[src/rtl/sound_write_port_if.sv]
// sound_write_port_if: host-side capture inputs and sn76489-side strobe outputs of the sound write port
// master drives address_bus/data_bus/memen/we and observes snd_data/snd_cs_n/snd_we_n/fifo_level/overflow;
// slave is the sound_write_port view of the same signals.
interface sound_write_port_if #(
    parameter int FIFO_DEPTH = 4
);
    localparam int LW = $clog2(FIFO_DEPTH) + 1;
    logic [15:0]   address_bus;
    logic [7:0]    data_bus;
    logic          memen;
    logic          we;
    logic [7:0]    snd_data;
    logic          snd_cs_n;
    logic          snd_we_n;
    logic [LW-1:0] fifo_level;
    logic          overflow;
    modport master (
        output address_bus, data_bus, memen, we,
        input  snd_data, snd_cs_n, snd_we_n, fifo_level, overflow
    );
    modport slave (
        input  address_bus, data_bus, memen, we,
        output snd_data, snd_cs_n, snd_we_n, fifo_level, overflow
    );
endinterface

[src/rtl/sound_write_port.sv]
// sound_write_port: buffers host writes to the sound window and replays them to sn76489 as cs/we strobes
// clk   : 100 MHz system clock, rising edge
// reset : synchronous, active low
// bus   : slave view; in  address_bus[15:0], data_bus[7:0], memen (low), we (low), all asynchronous to clk
//                     out snd_data[7:0], snd_cs_n, snd_we_n, fifo_level, overflow (sticky)
module sound_write_port #(
    parameter logic [15:0] BASE_ADDR    = 16'h8400,
    parameter logic [15:0] ADDR_MASK    = 16'hFE00,
    parameter int          FIFO_DEPTH   = 4,
    parameter int          SETUP_CYCLES = 2,
    parameter int          WE_CYCLES    = 4,
    parameter int          GAP_CYCLES   = 32
) (
    input logic               clk,
    input logic               reset,
    sound_write_port_if.slave bus
);
    localparam int AW = $clog2(FIFO_DEPTH);
    localparam int LW = AW + 1;
    localparam int CW = $clog2(SETUP_CYCLES + WE_CYCLES + GAP_CYCLES + 1);

    typedef enum logic [2:0] {IDLE, SETUP, STROBE, HOLD, GAP} state_t;

    logic [1:0]    r_we_sync;
    logic [1:0]    r_memen_sync;
    logic          r_we_s_d;
    logic          r_hit;
    logic [7:0]    r_cap_data;
    logic [7:0]    r_mem [FIFO_DEPTH];
    logic [AW-1:0] r_wr;
    logic [AW-1:0] r_rd;
    logic [LW-1:0] r_level;
    logic          r_overflow;
    state_t        r_state;
    state_t        w_state_nxt;
    logic [CW-1:0] r_cnt;
    logic [7:0]    r_snd_data;
    logic          r_cs_n;
    logic          r_we_n;
    logic          w_cs_n_nxt;
    logic          w_we_n_nxt;
    logic          w_push;
    logic          w_pop;
    logic          w_full;
    logic          w_accept;

    // Bit 1 of each synchronizer is the clk-domain copy (we_s / memen_s).
    always_ff @(posedge clk) begin
        if (!reset) begin
            r_we_sync    <= 2'b11;
            r_memen_sync <= 2'b11;
            r_we_s_d     <= 1'b1;
        end else begin
            r_we_sync    <= {r_we_sync[0], bus.we};
            r_memen_sync <= {r_memen_sync[0], bus.memen};
            r_we_s_d     <= r_we_sync[1];
        end
    end

    // The hit flag is consumed on the first we_s-high cycle, so clearing it there is safe.
    always_ff @(posedge clk) begin
        if (!reset)
            r_hit <= 1'b0;
        else if (!r_we_sync[1])
            r_hit <= !r_memen_sync[1] && ((bus.address_bus & ADDR_MASK) == (BASE_ADDR & ADDR_MASK));
        else
            r_hit <= 1'b0;
    end

    always_ff @(posedge clk) begin
        if (!r_we_sync[1])
            r_cap_data <= bus.data_bus;
    end

    assign w_push   = r_hit && !r_we_s_d && r_we_sync[1];
    assign w_pop    = (r_state == IDLE) && (r_level != '0);
    assign w_full   = r_level == LW'(FIFO_DEPTH);
    // A pop in the same cycle frees the slot a full FIFO needs.
    assign w_accept = w_push && (!w_full || w_pop);

    always_ff @(posedge clk) begin
        if (w_accept)
            r_mem[r_wr] <= r_cap_data;
    end

    always_ff @(posedge clk) begin
        if (!reset) begin
            r_wr       <= '0;
            r_rd       <= '0;
            r_level    <= '0;
            r_overflow <= 1'b0;
        end else begin
            r_wr    <= r_wr + AW'(w_accept);
            r_rd    <= r_rd + AW'(w_pop);
            r_level <= r_level + LW'(w_accept) - LW'(w_pop);
            if (w_push && !w_accept)
                r_overflow <= 1'b1;
        end
    end

    always_ff @(posedge clk) begin
        if (!reset) begin
            r_state <= IDLE;
            r_cnt   <= '0;
        end else begin
            r_state <= w_state_nxt;
            r_cnt   <= (w_state_nxt != r_state) ? '0 : r_cnt + 1'b1;
        end
    end

    always_comb begin
        w_state_nxt = r_state;
        case (r_state)
            IDLE:    w_state_nxt = w_pop ? SETUP : IDLE;
            SETUP:   w_state_nxt = (r_cnt == CW'(SETUP_CYCLES - 1)) ? STROBE : SETUP;
            STROBE:  w_state_nxt = (r_cnt == CW'(WE_CYCLES - 1)) ? HOLD : STROBE;
            HOLD:    w_state_nxt = GAP;
            GAP:     w_state_nxt = (r_cnt == CW'(GAP_CYCLES - 1)) ? IDLE : GAP;
            default: w_state_nxt = IDLE;
        endcase
    end

    // Strobe levels are decoded from the state being entered, then registered.
    always_comb begin
        w_cs_n_nxt = (w_state_nxt == IDLE) || (w_state_nxt == GAP);
        w_we_n_nxt = w_state_nxt != STROBE;
    end

    always_ff @(posedge clk) begin
        if (!reset) begin
            r_snd_data <= 8'h00;
            r_cs_n     <= 1'b1;
            r_we_n     <= 1'b1;
        end else begin
            r_cs_n <= w_cs_n_nxt;
            r_we_n <= w_we_n_nxt;
            if (w_pop)
                r_snd_data <= r_mem[r_rd];
        end
    end

    assign bus.snd_data   = r_snd_data;
    assign bus.snd_cs_n   = r_cs_n;
    assign bus.snd_we_n   = r_we_n;
    assign bus.fifo_level = r_level;
    assign bus.overflow   = r_overflow;
endmodule
[src/flat_wrapper.sv]
// flat-port wrapper written by rule: the top's interface ports become plain ports
module sound_write_port_flat 
#(
    parameter logic [15:0] BASE_ADDR    = 16'h8400,
    parameter logic [15:0] ADDR_MASK    = 16'hFE00,
    parameter int          FIFO_DEPTH   = 4,
    parameter int          SETUP_CYCLES = 2,
    parameter int          WE_CYCLES    = 4,
    parameter int          GAP_CYCLES   = 32
)
  (clk, reset, bus_address_bus, bus_data_bus, bus_memen, bus_we, bus_snd_data, bus_snd_cs_n, bus_snd_we_n, bus_fifo_level, bus_overflow);
  sound_write_port_if #(.FIFO_DEPTH(FIFO_DEPTH)) bus_i ();
  input logic clk;
  input logic reset;
  input wire logic [$bits(bus_i.address_bus)-1:0] bus_address_bus;
  input wire logic [$bits(bus_i.data_bus)-1:0] bus_data_bus;
  input wire logic [$bits(bus_i.memen)-1:0] bus_memen;
  input wire logic [$bits(bus_i.we)-1:0] bus_we;
  output wire logic [$bits(bus_i.snd_data)-1:0] bus_snd_data;
  output wire logic [$bits(bus_i.snd_cs_n)-1:0] bus_snd_cs_n;
  output wire logic [$bits(bus_i.snd_we_n)-1:0] bus_snd_we_n;
  output wire logic [$bits(bus_i.fifo_level)-1:0] bus_fifo_level;
  output wire logic [$bits(bus_i.overflow)-1:0] bus_overflow;
  assign bus_i.address_bus = bus_address_bus;
  assign bus_i.data_bus = bus_data_bus;
  assign bus_i.memen = bus_memen;
  assign bus_i.we = bus_we;
  assign bus_snd_data = bus_i.snd_data;
  assign bus_snd_cs_n = bus_i.snd_cs_n;
  assign bus_snd_we_n = bus_i.snd_we_n;
  assign bus_fifo_level = bus_i.fifo_level;
  assign bus_overflow = bus_i.overflow;
  sound_write_port #(.BASE_ADDR(BASE_ADDR), .ADDR_MASK(ADDR_MASK), .FIFO_DEPTH(FIFO_DEPTH), .SETUP_CYCLES(SETUP_CYCLES), .WE_CYCLES(WE_CYCLES), .GAP_CYCLES(GAP_CYCLES)) u_core (.clk(clk), .reset(reset), .bus(bus_i));
endmodule
[config.mk]
export PLATFORM = sky130hd
export DESIGN_NAME = sound_write_port_flat
export DESIGN_NICKNAME = d
export VERILOG_FILES = /design/src/rtl/sound_write_port_if.sv /design/src/rtl/sound_write_port.sv /design/src/flat_wrapper.sv
export SDC_FILE = /design/constraint.sdc
export NUM_CORES = 1
export LEC_CHECK = 0
export ABC_AREA = 1
export CORE_UTILIZATION = 53
export DETAILED_ROUTE_END_ITERATION = 7
export HOLD_SLACK_MARGIN = 0.03
export PLACE_DENSITY = 0.74
export SETUP_SLACK_MARGIN = 0.15
export SYNTH_ARGS = -nofsm -noshare
export SYNTH_HDL_FRONTEND = slang
export SYNTH_SLANG_ARGS = --single-unit
[constraint.sdc]
create_clock -name clk -period 2.5 [get_ports clk]
set_clock_uncertainty 0.15 [all_clocks]
set_input_delay 0.5 -clock clk [delete_from_list [all_inputs] [get_ports clk]]
set_output_delay 0.5 -clock clk [all_outputs]
set_load 0.005 [all_outputs]
# After elaboration in Yosys (flattened, before gate mapping)
# Memories as Yosys holds them, arrays and structs flattened. A register that Yosys moved wholly into a read port is not among the register bits.
# Index checks and enable logic that the tools add are counted.
# classes
mux	7
shifts	0
bitwise	1
add_sub_neg	5
n_mul	0
eq_ne	12
div_mod_pow	0
reduce_logical	18
magnitude_cmp	0
# ops
cell	count
3-bit one-hot mux with 5 select lines	1
3-bit equality test (second input constant)	3
7-bit equality test (second input constant)	1
6-bit by 1-bit adder with 6-bit output (second input constant)	1
3-bit by 2-bit equality test with 1-bit output (second input constant)	2
6-bit by 1-bit equality test with 1-bit output (second input constant)	1
6-bit by 2-bit equality test with 1-bit output (second input constant)	1
6-bit by 5-bit equality test with 1-bit output (second input constant)	1
1-bit logical AND	6
3-bit logical NOT	2
1-bit logical NOT	5
2-bit by 1-bit adder with 2-bit output	2
1-bit 2-to-1 mux	4
2-bit OR reduction	2
3-bit by 1-bit adder with 3-bit output	1
3-bit by 1-bit equality test with 1-bit output (second input constant)	1
3-bit 2-to-1 mux	1
3-bit by 2-bit inequality test with 1-bit output (second input constant)	1
3-bit inequality test	1
3-bit nonzero test	1
3-bit by 1-bit subtractor with 3-bit output	1
1-bit logical OR	2
2-bit 2-to-1 mux	1
1-bit NOT	1
# word_totals
in_bits	28
out_inout_bits	14
regBits	33
memories	1
romBits	0
latchBits	0
elab_cells	57
ramBits	32
# mem_list
memory	words	word_bits	read_ports	rd_clocked_by_memory_dff	wr	line	rtl
u_core.r_mem	4	8	1	1	1	sound_write_port.sv:29	logic [7:0] r_mem [FIFO_DEPTH];

# Longest topological paths before layout
# depth
word_depth	6
ltp_mapped	11
depth_no_buf	10

# Worst setup path before layout
# OpenSTA, ideal clock, no wires.
# synth_timing
path_kind	reg2reg
start	reg u_core.r_level[1], in the netlist u_core.bus.fifo_level[1]
end	reg u_core.r_level[2], in the netlist u_core.bus.fifo_level[2]
path_stages_with_launch	11
synth_period_minus_slack_ns	2.195
t_arrival_ns	1.975
path_slack_ns	0.305
cell_sequence	dfxtp_1 -> inv_1 -> nand3_1 -> nand2_1 -> inv_1 -> ha_1 -> inv_1 -> ha_1 -> fa_1 -> or2_2 -> a21oi_1
# synth_via
elab_chain_cells	6
# synth_rtl
item	line	rtl
from (decl)	sound_write_port.sv:32	logic [LW-1:0] r_level;
from (signal assigned)	sound_write_port.sv:95	r_level <= r_level + LW'(w_accept) - LW'(w_pop);
3-bit nonzero test *	sound_write_port.sv:76	assign w_pop = (r_state == IDLE) && (r_level != '0);
1-bit logical AND *	sound_write_port.sv:76	
named net u_core.w_pop	sound_write_port.sv:43	logic w_pop;
1-bit logical OR	sound_write_port.sv:79	assign w_accept = w_push && (!w_full || w_pop);
1-bit logical AND	sound_write_port.sv:79	
3-bit by 1-bit adder with 3-bit output	sound_write_port.sv:95	
3-bit by 1-bit subtractor with 3-bit output *	sound_write_port.sv:95	
# Mark *: on every way through the listed nets, which the timed path passes. The rest lies on a longest branch.
# A chain may end at the register's enable or synchronous reset.

# Worst setup path in the final report
# Same ends and word-level chain as after synthesis.

==> run summary <==
Status -> completed
Number of distinct library cells after synthesis -> 23
Gate power share -> 0.272
Mapped Nets -> 301
Pin count of the biggest net entering global routing -> 19
Top-level I/O count -> 42
Clock-pin slew on the worst setup and hold paths -> 0.08 ns
Critical path capture point type -> register
Clock share of power -> 0.290
Via count of the first global-routing pass -> 1661
# hold bufs at CTS -> 0
Sw Share -> 0.301
Critical Path Start Type -> register
# diodes -> 0
Slew Viols, Final -> 0
Leakage -> 1.32 nW
Initial Util -> 0.548
Worst EP required -> 2.63 ns
Total GRT Usage -> 0.186
Cell internal pwr -> 2.40 mW
Setup TNS -> 0 ns
Initial drt markers -> 162
TritonCTS clock tree -> built
Hpwl dp -> 3.17 mm
CP max stage cell -> fa_1
Final WL -> 4.73 mm
Buffers on Ports -> 32
Fin crit share -> 0.887
CTS Sinks -> 73
Area leader, netlist -> edfxtp_1
Postcts setup bufs -> 0
Mapped cell area -> 2800 um2
Fill cells -> 406
Synth Register Bits -> 73
Vias per cell -> 4.87
Max_cap viols -> 0
Core box area -> 5110 um2
Cells after Synth -> 266
P&R area growth vs syn -> 22.9%
Min Tclk post-route -> 2.22 ns
Crit path buf inv count -> 3
Max Fanout on Critical Path -> 10
Total CTS buffers -> 9
Crit path max-delay family -> adder cells
Sw power -> 1.03 mW
Relative slew slack -> 0.596
Root buf cell -> clkbuf_8
Die H -> 74.7 um
Vias -> 1866
Top cell type's share of synthesized area -> 0.429
Rows -> 26
Seq pwr share -> 0.437
Worst-Margin Slew -> 0.606 ns
Peak supply drop -> 0.396 mV
Initial antenna violation count -> 0
Wire per inst -> 12.3 um
Fin nets -> 343
H-tree levels -> 3
Post-synthesis sequential area ratio -> 0.665
Crit path kind -> reg -> reg
Clock Path Buffers -> 2
Top achievable clock speed -> 0.451 GHz
Die Area -> 5580 um2
Arr. time, crit path -> 2.35 ns
GPL Wtd Cong -> 0.810
Top cells by area, synth -> edfxtp_1 43%, dfxtp_1 24%, nor2_1 9.1%
DRC violations left -> 0
Crit-path cells -> inv_2 -> nand3_1 -> nand2_2 -> inv_2 -> ha_1 -> inv_1 -> ha_1 -> fa_1 -> or2_2 -> a21oi_1
Final hold vios -> 0
PD cells -> 998 nW/um2
Share of cells above drive strength 1 -> 0.112
Worst skew pair latency -> 0.34 ns
Post-route antenna net violation count -> 0
Hold Crit Class -> reg -> reg
Slowest Stage Delay on Critical Path -> 0.38 ns
Mean Syn Cell Area -> 10.5 um2
Die W -> 74.7 um
Hold_ws -> 0.273 ns
Post-CTS sizing -> 0
Final setup viols -> 0
YS warnings -> 0
RSZ-0062 raised after global routing -> false
First drt pass iteration count -> 4
GRT Residual Overflow -> 0
First-pass GRT wire length -> 7.31 mm
cell usage in the layout (no fill, tap or decap), types with 2 or more instances in the layout:
master	instances
nand3_1	6
xnor2_1	3
nand2_2	2
edfxtp_1	40
o21ai_1	5
nor3_1	7
nand2_1	20
a21oi_1	3
o21ai_0	27
ha_1	6
or2_2	5
xor2_1	4
bufinv_16	2
clkbuf_8	9
buf_4	6
dfxtp_1	32
inv_1	21
nand3b_1	2
inv_2	3
clkdlybuf4s50_1	32
nor2_1	68
through the flow:
step	power, mW	setup slack [ns]	cell area (um2)	instances	util
3_5_place_dp	2.44	0.183	3210	367	0.629
5_1_grt	3.67	0.161	3440	383	0.674
3_3_place_gp	2.40	0.233	3210	367	0.629
4_1_cts	3.43	0.163	3430	383	0.671
2_1_floorplan	2.10	0.305	2800	266	-
6_report	3.43	0.283	3440	383	0.674
sequential cells by signal, summed over array words and instances (netlist names), 2 cells and up:
signal                 cells
u_core.r_we_sync           2
u_core.r_rd                2
u_core.bus.fifo_level      3
u_core.r_wr                2
u_core.r_cnt               6
u_core.r_cap_data          8
u_core.r_memen_sync        2
u_core.r_mem              32
u_core.bus.snd_data        8
u_core.r_state             3
Yosys cell counts:
cell,count
inv_1,23
buf_4,2
dfxtp_1,33
o21ai_0,27
nand3_1,6
ha_1,6
xor2_1,4
o21ai_1,5
xnor2_1,3
fa_1,1
buf_6,1
nand2_4,1
or2_2,5
nand2_2,1
edfxtp_1,40
nor3_1,8
nand3b_1,2
nand2_1,21
buf_2,3
clkbuf_1,2
nor2_1,68
inv_2,1
a21oi_1,3
power groups by stage:
stage	logic, mW	registers, mW	clock network (mW)
final	0.936	1.50	0.997
after global routing	1.09	1.52	1.06
after floorplan	0.596	1.51	0
after CTS	0.924	1.50	1.01
after global placement	0.883	1.52	0
after detailed placement	0.915	1.53	0
final timing paths:
| check | start | to | slack (ns) | cells past startpoint |
|---|---|---|---|---|
| setup / recovery | u_core.bus.fifo_level[1]$_SDFF_PN0_ | u_core.bus.fifo_level[2]$_SDFF_PN0_ | 0.28 | 10 |
| hold / removal | u_core.r_we_sync[0]$_SDFF_PN1_ | u_core.r_we_sync[1]$_SDFF_PN1_ | 0.27 | 1 |
| setup reg to reg | u_core.bus.fifo_level[1]$_SDFF_PN0_ | u_core.bus.fifo_level[2]$_SDFF_PN0_ | 0.28 | 10 |
| hold reg to reg | u_core.r_we_sync[0]$_SDFF_PN1_ | u_core.r_we_sync[1]$_SDFF_PN1_ | 0.27 | 1 |
worst register-to-register path, stage by stage, from the launching register on:
cell     delay [ns]
dfxtp_2        0.35
inv_2          0.07
nand3_1        0.10
nand2_2        0.11
inv_2          0.08
ha_1           0.28
inv_1          0.04
ha_1           0.20
fa_1           0.38
or2_2          0.30
a21oi_1        0.11
layout make-up:
cell class / instances / area, um2 / share of cell area
clock buffer: 9 / 124 / 0.0360
inverter: 24 / 90.1 / 0.0262
sequential: 73 / 1860 / 0.541
clock inverter: 7 / 93.8 / 0.0273
multi-input combinational: 161 / 807 / 0.234
tap: 70 / 87.6 / 0.0254
timing repair buffer: 39 / 377 / 0.109
routing by layer:
| layer | global-route usage | vias to the layer above | part of all wire |
|---|---|---|---|
| met5 | 0 | - | 0 |
| met2 | 0.294 | 48 | 0.48 |
| met4 | 0.119 | 0 | 0.021 |
| li1 | - | 953 | - |
| met1 | 0.233 | 855 | 0.47 |
| met3 | 0.0402 | 10 | 0.030 |
cells by family after synthesis:
| kind of cell | synth area share |
|---|---|
| flops | 0.665 |
| buf+inv | 0.0496 |
| compound gates | 0.0626 |
| simple gates | 0.167 |
| xor+xnor | 0.0219 |
| fa+ha+maj | 0.0340 |
No activity file was read; power rests on OpenSTA's default activity.
